==> src/rtl/uart_tx_prescaled_pkg.sv <==
// Shared constants for the prescaled UART transmitter: FSM encodings,
// minimum bit period and the prescale clamp helper.
package uart_tx_prescaled_pkg;

  localparam int DATA_WIDTH_DEF = 8;

  // Shortest bit period; smaller Prescale values are stretched to this.
  localparam logic [4:0] MIN_PRESCALE = 5'd4;

  // Frame FSM, 3-bit binary encoding shared with the receiver.
  localparam logic [2:0] S_IDLE   = 3'd0;
  localparam logic [2:0] S_START  = 3'd1;
  localparam logic [2:0] S_DATA   = 3'd2;
  localparam logic [2:0] S_PARITY = 3'd3;
  localparam logic [2:0] S_STOP   = 3'd4;

  function automatic logic [4:0] eff_prescale(input logic [4:0] ps);
    return (ps < MIN_PRESCALE) ? MIN_PRESCALE : ps;
  endfunction

endpackage

==> src/rtl/uart_tx_prescaled_if.sv <==
// Parallel request side and serial line of the transmitter.
interface uart_tx_prescaled_if #(
  parameter int DATA_WIDTH = 8
);
  logic [DATA_WIDTH-1:0] P_DATA;
  logic                  Data_Valid;
  logic                  PAR_EN;
  logic                  PAR_TYP;
  logic [4:0]            Prescale;
  logic                  TX_OUT;
  logic                  busy;

  modport master (
    output P_DATA, Data_Valid, PAR_EN, PAR_TYP, Prescale,
    input  TX_OUT, busy
  );

  modport slave (
    input  P_DATA, Data_Valid, PAR_EN, PAR_TYP, Prescale,
    output TX_OUT, busy
  );
endinterface

==> src/rtl/uart_tx_prescaled_bit_timer.sv <==
// Bit-period timer: latches the clamped prescale at frame accept and
// pulses bit_done_o on the last cycle of every bit period.
module uart_tx_bit_timer
  import uart_tx_prescaled_pkg::*;
(
  input  logic       CLK,
  input  logic       RST,
  input  logic       load_i,      // frame accepted this cycle
  input  logic [4:0] prescale_i,  // raw Prescale from the bus
  input  logic       run_i,       // a frame is in flight
  output logic       bit_done_o
);

  logic [4:0] per_q, per_d;
  logic [4:0] cnt_q, cnt_d;
  logic       last;

  // Counter runs 0..P-1; P never exceeds 31 so 5 bits cannot overflow.
  assign last       = (cnt_q == per_q - 5'd1);
  assign bit_done_o = run_i && last;

  // Next-state for the period latch and the bit-period counter.
  always_comb begin
    per_d = per_q;
    cnt_d = cnt_q;
    if (load_i) begin
      per_d = eff_prescale(prescale_i);
      cnt_d = '0;
    end else if (run_i) begin
      cnt_d = last ? 5'd0 : cnt_q + 5'd1;
    end
  end

  // State registers; reset leaves the counter idle at zero.
  always_ff @(posedge CLK or negedge RST) begin
    if (!RST) begin
      per_q <= MIN_PRESCALE;
      cnt_q <= '0;
    end else begin
      per_q <= per_d;
      cnt_q <= cnt_d;
    end
  end

endmodule

==> src/rtl/uart_tx_prescaled.sv <==
// UART transmitter on the shared oversampled clock: start bit, data LSB
// first, optional parity, one stop bit, each lasting max(Prescale,4) cycles.
module uart_tx_prescaled
  import uart_tx_prescaled_pkg::*;
#(
  parameter int DATA_WIDTH = DATA_WIDTH_DEF
) (
  input  logic               CLK,
  input  logic               RST,
  uart_tx_prescaled_if.slave bus
);

  localparam int IW = (DATA_WIDTH > 1) ? $clog2(DATA_WIDTH) : 1;
  localparam logic [IW-1:0] LAST_IDX = IW'(DATA_WIDTH - 1);

  logic [2:0]            state_q, state_d;
  logic                  tx_q, tx_d;
  logic                  busy_q, busy_d;
  logic [DATA_WIDTH-1:0] shift_q, shift_d;
  logic [IW-1:0]         idx_q, idx_d;
  logic                  par_en_q, par_en_d;
  logic                  par_bit_q, par_bit_d;
  logic                  accept;
  logic                  bit_done;

  assign accept = (state_q == S_IDLE) && bus.Data_Valid;

  uart_tx_bit_timer u_timer (
    .CLK        (CLK),
    .RST        (RST),
    .load_i     (accept),
    .prescale_i (bus.Prescale),
    .run_i      (state_q != S_IDLE),
    .bit_done_o (bit_done)
  );

  // Frame FSM; the line value for the next bit is decided one cycle ahead
  // so TX_OUT stays a plain register.
  always_comb begin
    state_d   = state_q;
    tx_d      = tx_q;
    busy_d    = busy_q;
    shift_d   = shift_q;
    idx_d     = idx_q;
    par_en_d  = par_en_q;
    par_bit_d = par_bit_q;
    case (state_q)
      S_IDLE: begin
        tx_d   = 1'b1;
        busy_d = 1'b0;
        if (bus.Data_Valid) begin
          state_d   = S_START;
          tx_d      = 1'b0;
          busy_d    = 1'b1;
          shift_d   = bus.P_DATA;
          idx_d     = '0;
          par_en_d  = bus.PAR_EN;
          par_bit_d = (^bus.P_DATA) ^ bus.PAR_TYP;
        end
      end
      S_START: begin
        if (bit_done) begin
          state_d = S_DATA;
          tx_d    = shift_q[0];
          shift_d = shift_q >> 1;
          idx_d   = '0;
        end
      end
      S_DATA: begin
        if (bit_done) begin
          if (idx_q == LAST_IDX) begin
            state_d = par_en_q ? S_PARITY : S_STOP;
            tx_d    = par_en_q ? par_bit_q : 1'b1;
          end else begin
            idx_d   = idx_q + 1'b1;
            tx_d    = shift_q[0];
            shift_d = shift_q >> 1;
          end
        end
      end
      S_PARITY: begin
        if (bit_done) begin
          state_d = S_STOP;
          tx_d    = 1'b1;
        end
      end
      S_STOP: begin
        if (bit_done) begin
          state_d = S_IDLE;
          tx_d    = 1'b1;
          busy_d  = 1'b0;
        end
      end
      default: begin
        state_d = S_IDLE;
        tx_d    = 1'b1;
        busy_d  = 1'b0;
      end
    endcase
  end

  // Registered frame state; reset forces the line high at once.
  always_ff @(posedge CLK or negedge RST) begin
    if (!RST) begin
      state_q   <= S_IDLE;
      tx_q      <= 1'b1;
      busy_q    <= 1'b0;
      shift_q   <= '0;
      idx_q     <= '0;
      par_en_q  <= 1'b0;
      par_bit_q <= 1'b0;
    end else begin
      state_q   <= state_d;
      tx_q      <= tx_d;
      busy_q    <= busy_d;
      shift_q   <= shift_d;
      idx_q     <= idx_d;
      par_en_q  <= par_en_d;
      par_bit_q <= par_bit_d;
    end
  end

  assign bus.TX_OUT = tx_q;
  assign bus.busy   = busy_q;

endmodule

==> src/flat_wrapper.sv <==
// flat-port wrapper written by rule: the top's interface ports become plain ports
module uart_tx_prescaled_flat import uart_tx_prescaled_pkg::*;
#(
  parameter int DATA_WIDTH = DATA_WIDTH_DEF
)
  (CLK, RST, bus_P_DATA, bus_Data_Valid, bus_PAR_EN, bus_PAR_TYP, bus_Prescale, bus_TX_OUT, bus_busy);
  uart_tx_prescaled_if #(.DATA_WIDTH(DATA_WIDTH)) bus_i ();
  input  logic CLK;
  input  logic RST;
  input wire logic [$bits(bus_i.P_DATA)-1:0] bus_P_DATA;
  input wire logic [$bits(bus_i.Data_Valid)-1:0] bus_Data_Valid;
  input wire logic [$bits(bus_i.PAR_EN)-1:0] bus_PAR_EN;
  input wire logic [$bits(bus_i.PAR_TYP)-1:0] bus_PAR_TYP;
  input wire logic [$bits(bus_i.Prescale)-1:0] bus_Prescale;
  output wire logic [$bits(bus_i.TX_OUT)-1:0] bus_TX_OUT;
  output wire logic [$bits(bus_i.busy)-1:0] bus_busy;
  assign bus_i.P_DATA = bus_P_DATA;
  assign bus_i.Data_Valid = bus_Data_Valid;
  assign bus_i.PAR_EN = bus_PAR_EN;
  assign bus_i.PAR_TYP = bus_PAR_TYP;
  assign bus_i.Prescale = bus_Prescale;
  assign bus_TX_OUT = bus_i.TX_OUT;
  assign bus_busy = bus_i.busy;
  uart_tx_prescaled #(.DATA_WIDTH(DATA_WIDTH)) u_core (.CLK(CLK), .RST(RST), .bus(bus_i));
endmodule
==> config.mk <==
export PLATFORM = sky130hd
export DESIGN_NAME = uart_tx_prescaled_flat
export DESIGN_NICKNAME = d
export VERILOG_FILES = /design/src/rtl/uart_tx_prescaled_pkg.sv /design/src/rtl/uart_tx_prescaled_if.sv /design/src/rtl/uart_tx_prescaled_bit_timer.sv /design/src/rtl/uart_tx_prescaled.sv /design/src/flat_wrapper.sv
export SDC_FILE = /design/constraint.sdc
export NUM_CORES = 1
export LEC_CHECK = 0
export BUFFER_PORTS_ARGS = -buffer_cell sky130_fd_sc_hd__buf_2
export CAP_MARGIN = 20
export CELL_PAD_IN_SITES_DETAIL_PLACEMENT = 0
export CELL_PAD_IN_SITES_GLOBAL_PLACEMENT = 2
export CORE_UTILIZATION = 39
export DETAILED_ROUTE_END_ITERATION = 10
export HOLD_SLACK_MARGIN = 0.06
export PLACE_DENSITY = 0.91
export REMOVE_ABC_BUFFERS = 1
export SETUP_SLACK_MARGIN = 0.1
export SLEW_MARGIN = 20
export SYNTH_ARGS = -nofsm -noshare
export SYNTH_HDL_FRONTEND = slang
export SYNTH_SLANG_ARGS = --single-unit
==> constraint.sdc <==
create_clock -name CLK -period 5.27 [get_ports CLK]
set_input_delay 0 -clock CLK [delete_from_list [all_inputs] [get_ports CLK]]
set_output_delay 0 -clock CLK [all_outputs]
set_load 0.03 [all_outputs]
==> results of run 1 <==
==> placed cells by master (no fill, tap or decap), drive strengths merged, types with 8 or more instances in the layout <==
cell type,n
nand3,8
buf,20
o21ai,10
nand2,14
dlygate4sd3,8
nor2,11
inv,10
mux2,18
dfrtp,26
xnor2,11
==> cell families (layout without fill, tap and decap cells) <==
| group | after synthesis | count (layout) |
|---|---|---|
| and+or+nand+nor | 47 | 47 |
| AOI/OAI and AO/OA | 35 | 35 |
| muxes | 18 | 18 |
| buffers and inverters | 17 | 42 |
| adders and majority gates | 4 | 4 |
| DFF | 28 | 28 |
| xor gates and xnor gates | 15 | 15 |
==> worst paths after layout <==
path | slack, ns | end | cells past startpoint
worst min register to register | 0.52 | u_core.shift_q[7] | 1
max in group asynchronous | 4.60 | u_core.u_timer.per_q[0] | 2
worst min-delay path | 0.10 | u_core.shift_q[2] | 3
worst max-delay path | 2.76 | u_core.shift_q[6] | 8
min in group asynchronous | 0.26 | u_core.u_timer.cnt_q[2] | 2
worst max register to register | 2.76 | u_core.shift_q[6] | 8
==> where the power goes <==
group	switching [mW]	internal (mW)	total, mW
logic	0.0161	0.0213	0.0374
registers	0.00167	0.218	0.219
clock network	0.0661	0.102	0.168
total	0.0838	0.341	0.425
==> flip-flops by register name, indices dropped and copies added, names as in the netlist <==
name and flops:
u_core.shift_q 8, u_core.u_timer.cnt_q 5, u_core.u_timer.per_q 5, u_core.idx_q 3, u_core.state_q 3, u_core.bus.TX_OUT 1, u_core.bus.busy 1, u_core.par_bit_q 1
u_core.par_en_q 1
==> stage by stage <==
| stage | setup slack [ns] | total power [mW] | instances | hold slack (ns) |
|---|---|---|---|---|
| after floorplan | 2.84 | 0.242 | 157 | -0.296 |
| after global placement | 2.84 | 0.256 | 227 | 0.0512 |
| after detailed placement | 2.75 | 0.257 | 227 | 0.0612 |
| after CTS | 2.73 | 0.429 | 239 | 0.103 |
| after global routing | 2.64 | 0.443 | 239 | 0.115 |
| final | 2.76 | 0.425 | 239 | 0.104 |
==> synth_stat cells (2+ instances only) <==
cell / number / share of area (%)
clkbuf_1: 6 / 1.4
nor3_1: 3 / 0.91
nor2_1: 11 / 2.5
or3_1: 3 / 1.1
dfstp_2: 2 / 3.2
mux2_2: 11 / 7.5
nand2b_1: 3 / 1.1
o21ai_0: 10 / 3.0
a22o_1: 2 / 1.1
mux2_4: 7 / 6.3
inv_1: 10 / 2.3
nand3_1: 8 / 2.4
a31oi_1: 4 / 1.5
ha_1: 4 / 3.0
o211ai_1: 2 / 0.91
nand2_1: 14 / 3.2
xor2_1: 4 / 2.1
o22ai_1: 2 / 0.76
dfrtp_1: 26 / 39
xnor2_1: 11 / 5.8
a21oi_1: 4 / 1.2
and3_1: 2 / 0.76
==> worst register-to-register path, cell delays in order (launching register included) <==
cell and delay [ns]:
dfrtp_1 0.41, inv_1 0.07, ha_1 0.31, xnor2_1 0.14, a211oi_2 0.22, o311ai_2 0.13
buf_4 0.20, a221o_1 0.55, mux2_4 0.37
==> metal layers <==
metal / global-route usage [%] / up-vias / share of wire (%) / routed length (um)
li1: - / 631 / - / -
met1: 21.0 / 595 / 47 / 1530
met2: 27.8 / 18 / 50 / 1640
met3: 2.03 / 4 / 2.5 / 83
met4: 4.79 / 0 / 0.82 / 27
met5: 0 / - / 0 / 0
==> area by class of cell <==
type                    count  area [sq um]
fillers                   385          2090
multi-input cells         119           881
flip-flops and latches     28           703
repair buffers             28           183
well taps                  50          62.6
clock buffers               3          41.3
inverters                  10          37.5
clock inverters             1          30.0
==> results.py, run 1 <==
metrics = {
    "run_status": {
        "status": "finished clean",
    },
    "power": {
        "p_leak_nw": 0.867,
        "max-vdd-ir-drop_v": 0.000102,
        "power.density_nw_per_um2": 219,
    },
    "timing": {
        "maxSlewViolCount": 0,
        "worst_pin_slew_ns": 0.739,
        "rsz0062_at_grt": "false",
        "final.min_clock_period_ns": 2.51,
        "relSlewSlack_pct": 49.5,
        "setup_violations": 0,
        "hold_violations": 0,
        "period_share_pct": 47.6,
        "finalSetupTns_ns": 0,
        "fin_skew_ns": 0.00249,
        "fmax_ghz": 0.398,
    },
    "cells_and_area": {
        "fin_util_pct": 48.1,
        "post-route-cell-area_sq_um": 1940,
        "drive_above_1_share_pct": 24.9,
        "diodes": 0,
        "syn2layout_area_growth_pct": 17.1,
        "fin_nets": 212,
    },
    "clock_tree": {
        "post-cts-setup-buffers": 0,
        "cts-resized-gates": 0,
        "cts_root_buffer": "clkbuf_8",
        "clockBufferDepth": 2,
        "clk_pin_slew_ns": 0.09,
        "h-tree-depth": 1,
        "hold_buffers": 8,
        "clock_latency_ns": 0.27,
        "clock-sinks": 28,
        "cts_made_buffers": 3,
        "cts_tree": "done",
    },
    "worst_setup_path": {
        "critPathRequiredTime_ns": 5.44,
        "r2r-start": "u_core.u_timer.per_q[0]",
        "end_kind": "flip-flop",
        "path_delay_family": "compound AO/OA/AOI/OAI gates",
        "cpPeakStageDelay_ns": 0.55,
        "path_cells": "inv_1 -> ha_1 -> xnor2_1 -> a211oi_2 -> o311ai_2 -> buf_4 -> a221o_1 -> mux2_4",
        "criticalPathCategory": "flip-flop to flip-flop",
        "crit_buf_inv": 2,
        "timing.critical_path.from": "u_core.u_timer.per_q[0]",
        "cp_max_fo": 16,
        "cp.arrival_ns": 2.68,
        "slowest_stage": "a221o_1",
        "critPathLaunchType": "flip-flop",
    },
    "synthesis": {
        "syn-cell-area_sq_um": 1660,
        "synth_edf_count": 0,
        "postSynth.asyncResetShare_pct": 100,
        "synth-compound-area-share_pct": 14.8,
        "yosysWarnings": 0,
        "synthCells": 164,
        "synthFlopType": "dfrtp_1",
        "synth_xor_xnor_area_share_pct": 7.94,
        "synth_mux_area_share_pct": 13.8,
        "yosys.area_share.simple_pct": 13.6,
        "ys_seq_elements": 28,
        "synth_top_family_by_area": "compound AO/OA/AOI/OAI gates",
        "ys_types": 37,
        "synth_seq_area_share_pct": 42.5,
        "synthAdderAreaFrac_pct": 3.02,
        "syn_area_per_cell_sq_um": 10.1,
    },
    "placement": {
        "place.gp.congestion": 0.774,
        "hpwlAfterDp_um": 2340,
        "place_area_sq_um": 1790,
        "portBuffers": 19,
    },
    "route": {
        "first_iter_violations": 19,
        "ant_nets": 0,
        "vias": 1248,
        "wl_per_cell_um": 13.7,
        "wirelength_um": 3280,
        "drc": 0,
        "avgViaCountPerCell": 5.22,
        "dr.pass1.iters": 4,
    },
    "floorplan": {
        "die-area_sq_um": 4510,
        "die_w_um": 67.2,
        "initial_core_util_pct": 41.1,
        "rows": 23,
        "die_h_um": 67.2,
        "ioPinCount": 20,
        "design.core.area_sq_um": 4030,
    },
    "global_route": {
        "grt_max_degree": 29,
        "grt_pass1_wl_um": 5530,
        "grt_pass1_vias": 1210,
        "grt-ovfl-total": 0,
        "track_usage_pct": 16.1,
        "grt_antenna_before_repair": 0,
    },
    "run": {
        "cap_violations": 0,
    },
    "hold_path": {
        "hold_start": "bus_P_DATA[2]",
        "hold_path.class": "input pin to flip-flop",
    },
}
No activity file was read; power rests on OpenSTA's default activity.
==> run 2, diff against run 1 <==
Settings changed: ABC_AREA from default to 1, CORE_UTILIZATION 39 to 29, PLACE_DENSITY 0.91 to 0.82.
Clock period 5.27 ns to 2.1 ns, I/O delays scaled along.
==> run 2 against run 1 <==
  * Wire length rose by 14%
  * First-iteration DRC count rose to 4.2 times the previous value
  * Area after synthesis rose by 4.5%
  * Clock power rose to 2.6 times the previous value
  * Largest power group is now combinational cells
  * Hold slack got worse by 0.028 ns
  * Critical path depth rose by 5
  * Flip-flop and latch count did not move
  * Worst setup slack got worse by 2.5 ns
  * Highest routed layer unchanged
  * Via count rose by 20%
  * Register-to-register slack got worse by 2.5 ns
==> results.py, run 2 <==
metrics = {
    "synthesis": {
        "yosys-top-cells-area": "dfrtp_1 (38%), nand2_1 (21%), inv_1 (5.2%)",
        "syn_area_per_cell_sq_um": 7.17,
        "synth_edf_count": 0,
        "synth.most_common_cell": "nand2_1",
        "yosysWarnings": 0,
        "synthCells": 241,
        "syn-cell-area_sq_um": 1730,
        "synthTopCellsByCount": "nand2_1 (96), dfrtp_1 (26), inv_1 (24)",
        "postSynth.asyncResetShare_pct": 100,
        "synth_top_cell_by_area": "dfrtp_1",
        "synth_seq_area_share_pct": 40.7,
        "synthFlopType": "dfrtp_1",
        "ys_seq_elements": 28,
        "ys_types": 27,
        "synth.top_cell.area_share_pct": 37.6,
    },
    "floorplan": {
        "die_h_um": 79.2,
        "die-area_sq_um": 6280,
        "die_w_um": 79.2,
        "initial_core_util_pct": 30.6,
        "ioPinCount": 20,
        "design.core.area_sq_um": 5640,
        "rows": 27,
    },
    "clock_tree": {
        "cts_tree": "done",
        "h-tree-depth": 1,
        "clock_latency_ns": 0.27,
        "clockBufferDepth": 2,
        "clk_pin_slew_ns": 0.10,
        "cts_made_buffers": 3,
        "clock-sinks": 28,
        "cts_root_buffer": "clkbuf_8",
    },
    "timing": {
        "setup_ws_ns": 0.308,
        "maxSlewViolCount": 0,
        "fin_skew_ns": 0.00428,
        "period_share_pct": 85.3,
        "finalSetupTns_ns": 0,
        "final.min_clock_period_ns": 1.79,
        "relSlewSlack_pct": 56.6,
        "worst_pin_slew_ns": 0.651,
        "rsz0062_at_grt": "false",
        "fmax_ghz": 0.558,
        "setup_violations": 0,
        "hold_violations": 0,
    },
    "route": {
        "avgViaCountPerCell": 4.39,
        "vias": 1494,
        "wirelength_um": 3750,
        "first_iter_violations": 80,
        "ant_nets": 0,
        "drc": 0,
        "dr.pass1.iters": 4,
        "wl_per_cell_um": 11.0,
    },
    "power": {
        "max-vdd-ir-drop_v": 0.000495,
        "p_leak_nw": 1.10,
        "power.density_nw_per_um2": 1520,
        "p_total_mw": 3.09,
    },
    "worst_setup_path": {
        "slowest_stage": "dfrtp_1",
        "crit_top_cell": "nand2_1",
        "end_kind": "flip-flop",
        "path_cells": "inv_2 -> ha_1 -> inv_1 -> nand2_1 -> nand2_1 -> nor2_1 -> nand2_1 -> nor2_2 -> nand2_2 -> nand2_4 -> nand3_4 -> nand2_1 -> nand2_1",
        "cp_max_fo": 12,
        "critPathLaunchType": "flip-flop",
        "path_delay_family": "simple AND/OR/NAND/NOR gates",
        "criticalPathCategory": "flip-flop to flip-flop",
        "cpPeakStageDelay_ns": 0.39,
        "cp.arrival_ns": 1.97,
        "crit_buf_inv": 2,
        "critPathRequiredTime_ns": 2.28,
    },
    "cells_and_area": {
        "diodes": 0,
        "final_common_cell": "nand2_1",
        "reg_top3": "u_core.shift_q (8), u_core.u_timer.cnt_q (5), u_core.u_timer.per_q (5)",
        "post-route-cell-area_sq_um": 2040,
        "seq_area_sq_um": 703,
        "nFillCells": 606,
        "syn2layout_area_growth_pct": 17.8,
        "top_register": "u_core.shift_q",
        "drive_above_1_share_pct": 17.5,
        "largest_register_ffs": 8,
        "fin_nets": 291,
        "multiInputGateArea_sq_um": 883,
        "mostFrequentLayoutCells": "nand2_1 (96), dfrtp_1 (26), inv_1 (24), buf_2 (19), nand4_1 (14)",
    },
    "global_route": {
        "grt_pass1_wl_um": 6460,
        "grt_max_degree": 29,
        "grt_antenna_before_repair": 0,
        "grt-ovfl-total": 0,
        "grt_pass1_vias": 1364,
        "track_usage_pct": 13.2,
    },
    "placement": {
        "place_area_sq_um": 1890,
        "place_ws_ns": 0.220,
        "portBuffers": 19,
        "place.gp.congestion": 0.746,
        "hpwlAfterDp_um": 2720,
    },
    "run": {
        "cap_violations": 0,
    },
    "hold_path": {
        "hold_path.class": "input pin to flip-flop",
    },
    "run_status": {
        "status": "finished clean",
    },
}
## run 2: cell types whose count changed after synthesis, sizes merged, moves of 3 or more
cell,change
nand2,+89
inv,+22
mux2,-18
nand4,+14
xnor2,-6
clkbuf,-5
nand3,+5
nor2,+5
a31oi,-4
nand2b,-3
or3,-3
## run 2: worst min-delay path: stages
cell and delay, ns:
buf_2 0.11, inv_1 0.04, nor2_1 0.04, nand4_1 0.08
nand2_1 0.05
## run 2: power by group
| group | switching (mW) | total (mW) | internal (mW) |
|---|---|---|---|
| Sequential | 0.187 | 0.975 | 0.789 |
| Combinational | 1.13 | 1.68 | 0.557 |
| Clock | 0.176 | 0.431 | 0.255 |
## run 2: per-stage QoR
stage          instances  hold WS (ns)  utilization, %
3_3_place_gp         329        0.0740            33.5
2_1_floorplan        238        -0.296               -
3_5_place_dp         329        0.0773            33.5
5_1_grt              340        0.0970            36.1
6_report             340        0.0758            36.1
4_1_cts              340        0.0679            36.0
## run 2: what timing repair did
item | 4_1_cts | 5_1_grt
hold buffers | 7 | 0
resized for setup | 0 | 1
hold endpoints to repair | 32 | 0
setup buffers | 0 | 0
setup endpoints to repair | 0 | 11
## run 2: final timing paths
check	start	endpoint	slack, ns	cells after the start
worst max-delay path	u_core.u_timer.per_q[0]	u_core.shift_q[3]	0.31	13
worst min-delay path	bus_P_DATA[7]	u_core.shift_q[7]	0.08	5
worst max register to register	u_core.u_timer.per_q[0]	u_core.shift_q[3]	0.31	13
worst min register to register	u_core.shift_q[0]	u_core.shift_q[0]	0.49	2
max in group asynchronous	RST	u_core.bus.busy	1.40	2
min in group asynchronous	RST	u_core.u_timer.per_q[4]	0.28	2
## run 2: kinds of logic after synthesis
kind of cell | after synthesis | share of synthesized area [%]
AO/OA/AOI/OAI | 17 | 5.50
XOR/XNOR | 8 | 4.05
adder cells (fa/ha/maj) | 4 | 2.89
buffers and inverters | 36 | 8.68
flip-flops | 28 | 40.7
AND/OR/NAND/NOR | 148 | 38.2
## run 2: layout make-up
class | count | area share (%)
multi-input cells | 177 | 43.4
flip-flops and latches | 28 | 34.5
repair buffers | 26 | 8.11
inverters | 33 | 6.08
well taps | 72 | 4.42
clock buffers | 3 | 2.03
clock inverters | 1 | 1.47
## run 2: metal layers
metal	part of all wire, %	wire length [um]	global-route usage [%]	up-vias
met5	0	0	0	-
met4	0.99	37	4.36	0
met3	1.4	54	1.72	2
met2	43	1610	19.7	14
met1	55	2050	19.4	661
li1	-	-	-	817
==> run 3, diff against run 2 <==
Settings changed: MAX_ROUTING_LAYER from default to met4.
==> run 3 against run 2 <==
  * Fmax increased by 0.20%
  * Non-clock buffer count unchanged
  * Via count increased by 0.27%
  * Wire length increased by 0.16%
  * Hold slack about the same
  * Register-to-register slack about the same
  * Worst setup slack improved by 0.0035 ns
  * Critical endpoint unchanged
==> results.py, run 3 (synthesized netlist as in run 2, its figures left out) <==
metrics = {
    "power": {
        "p_leak_nw": 1.10,
        "max-vdd-ir-drop_v": 0.000495,
        "p_sw_mw": 1.49,
        "switching_share_pct": 48.2,
        "power.density_nw_per_um2": 1520,
        "comb_power_share_pct": 54.5,
        "seqPwrFrac_pct": 31.6,
        "clockPowerShare_pct": 14.0,
        "power.internal_mw": 1.60,
    },
    "cells_and_area": {
        "diodes": 0,
        "fin_nets": 291,
        "final_common_cell": "nand2_1",
        "top_register": "u_core.shift_q",
        "reg_top3": "u_core.shift_q (8), u_core.u_timer.cnt_q (5), u_core.u_timer.per_q (5)",
        "fin_util_pct": 36.1,
        "drive_above_1_share_pct": 17.5,
        "largest_register_ffs": 8,
        "syn2layout_area_growth_pct": 17.8,
        "mostFrequentLayoutCells": "nand2_1 (96), dfrtp_1 (26), inv_1 (24), buf_2 (19), nand4_1 (14)",
    },
    "global_route": {
        "use_met1_pct": 19.4,
        "use_met2_pct": 19.7,
        "grt_util_met3_pct": 1.72,
        "grt_max_degree": 29,
        "grt_pass1_vias": 1363,
        "grt-ovfl-total": 0,
        "grt-busiest-layer": "met2",
        "track_usage_pct": 13.6,
        "grt_pass1_wl_um": 6470,
        "grt_antenna_before_repair": 0,
    },
    "route": {
        "first_iter_violations": 80,
        "wl_per_cell_um": 11.1,
        "vias": 1498,
        "ant_nets": 0,
        "drc": 0,
        "avgViaCountPerCell": 4.41,
        "wirelength_um": 3760,
        "dr.pass1.iters": 4,
    },
    "clock_tree": {
        "h-tree-depth": 1,
        "clockBufferDepth": 2,
        "clock_latency_ns": 0.27,
        "post-cts-setup-buffers": 0,
        "cts_tree": "done",
        "cts_root_buffer": "clkbuf_8",
        "cts_made_buffers": 3,
        "clk_pin_slew_ns": 0.10,
        "clock-sinks": 28,
    },
    "worst_setup_path": {
        "end_kind": "flip-flop",
        "timing.critical_path.from": "u_core.u_timer.per_q[0]",
        "critPathRequiredTime_ns": 2.28,
        "cp.arrival_ns": 1.97,
        "cp_max_fo": 12,
        "critPathLaunchType": "flip-flop",
        "rrSetupSlack_ns": 0.31,
        "r2r_cells": 13,
        "r2r-start": "u_core.u_timer.per_q[0]",
        "criticalPathCategory": "flip-flop to flip-flop",
        "rr_endpoint": "u_core.shift_q[3]",
    },
    "hold_path": {
        "holdPathEnd": "u_core.shift_q[7]",
        "hold_path.class": "input pin to flip-flop",
        "hold_depth": 5,
        "hold_start": "bus_P_DATA[7]",
    },
    "timing": {
        "setup_violations": 0,
        "fmax_ghz": 0.559,
        "fin_skew_ns": 0.00399,
        "worst_pin_slew_ns": 0.650,
        "final.min_clock_period_ns": 1.79,
        "rsz0062_at_grt": "false",
        "maxSlewViolCount": 0,
        "finalSetupTns_ns": 0,
        "relSlewSlack_pct": 56.7,
        "period_share_pct": 85.2,
        "hold_violations": 0,
    },
    "placement": {
        "place.gp.congestion": 0.756,
        "hpwlAfterDp_um": 2720,
        "portBuffers": 19,
    },
    "floorplan": {
        "initial_core_util_pct": 30.6,
        "rows": 27,
        "ioPinCount": 20,
        "die_w_um": 79.2,
        "design.core.area_sq_um": 5640,
        "die_h_um": 79.2,
        "die-area_sq_um": 6280,
    },
    "run_status": {
        "status": "finished clean",
    },
    "run": {
        "cap_violations": 0,
    },
}
run 3: cell counts in the layout (fill, tap and decap cells not counted):
No cell type changed its count.
run 3: area by class of cell:
class	count	area [sq um]
clock buffer	3	41.3
multi-input combinational	177	883
clock inverter	1	30.0
timing repair buffer	26	165
tap	72	90.1
fill	606	3600
sequential	28	703
inverter	33	124
run 3: critical path, stage by stage, from the launching register on:
cell	delay, ns
dfrtp_1	0.39
inv_2	0.06
ha_1	0.29
inv_1	0.04
nand2_1	0.05
nand2_1	0.04
nor2_1	0.08
nand2_1	0.06
nor2_2	0.09
nand2_2	0.11
nand2_4	0.16
nand3_4	0.17
nand2_1	0.11
nand2_1	0.05
run 3: repair_timing:
action / CTS / global route
endpoints found under the hold margin: 32 / 0
endpoints found under the setup margin: 0 / 11
resized for setup: 0 / 1
hold buffers: 7 / 0
run 3: how the worst max path moves through the flow:
stage / to / cells after the start
6_report: u_core.shift_q[3] / 13
5_1_grt: u_core.shift_q[3] / 13
4_1_cts: u_core.shift_q[3] / 13
3_5_place_dp: u_core.shift_q[3] / 13
3_3_place_gp: u_core.shift_q[7] / 13
2_1_floorplan: u_core.idx_q[0] / 13
run 3: through the flow:
stage	hold WS, ns	power [mW]	worst slack, ns	cells	cell area, sq um
after floorplan	-0.296	2.25	0.444	238	1700
after global placement	0.0740	2.66	0.248	329	1890
after detailed placement	0.0773	2.66	0.220	329	1890
after CTS	0.0679	3.11	0.195	340	2030
after global routing	0.0970	3.45	0.104	340	2040
final	0.0757	3.09	0.312	340	2040
run 3: metal layers:
metal,vias to the layer above,share of wire [%]
met1,661,54
met2,18,43
met5,-,0
li1,817,-
met3,2,2.4
met4,0,1.1
run 3: power by group through the flow:
stage          clock network (mW)  registers (mW)  logic, mW
4_1_cts                     0.450           0.976       1.69
3_5_place_dp                    0           0.986       1.67
2_1_floorplan                   0           0.976       1.27
3_3_place_gp                    0           0.989       1.67
6_report                    0.431           0.976       1.68
5_1_grt                     0.480            1.01       1.96
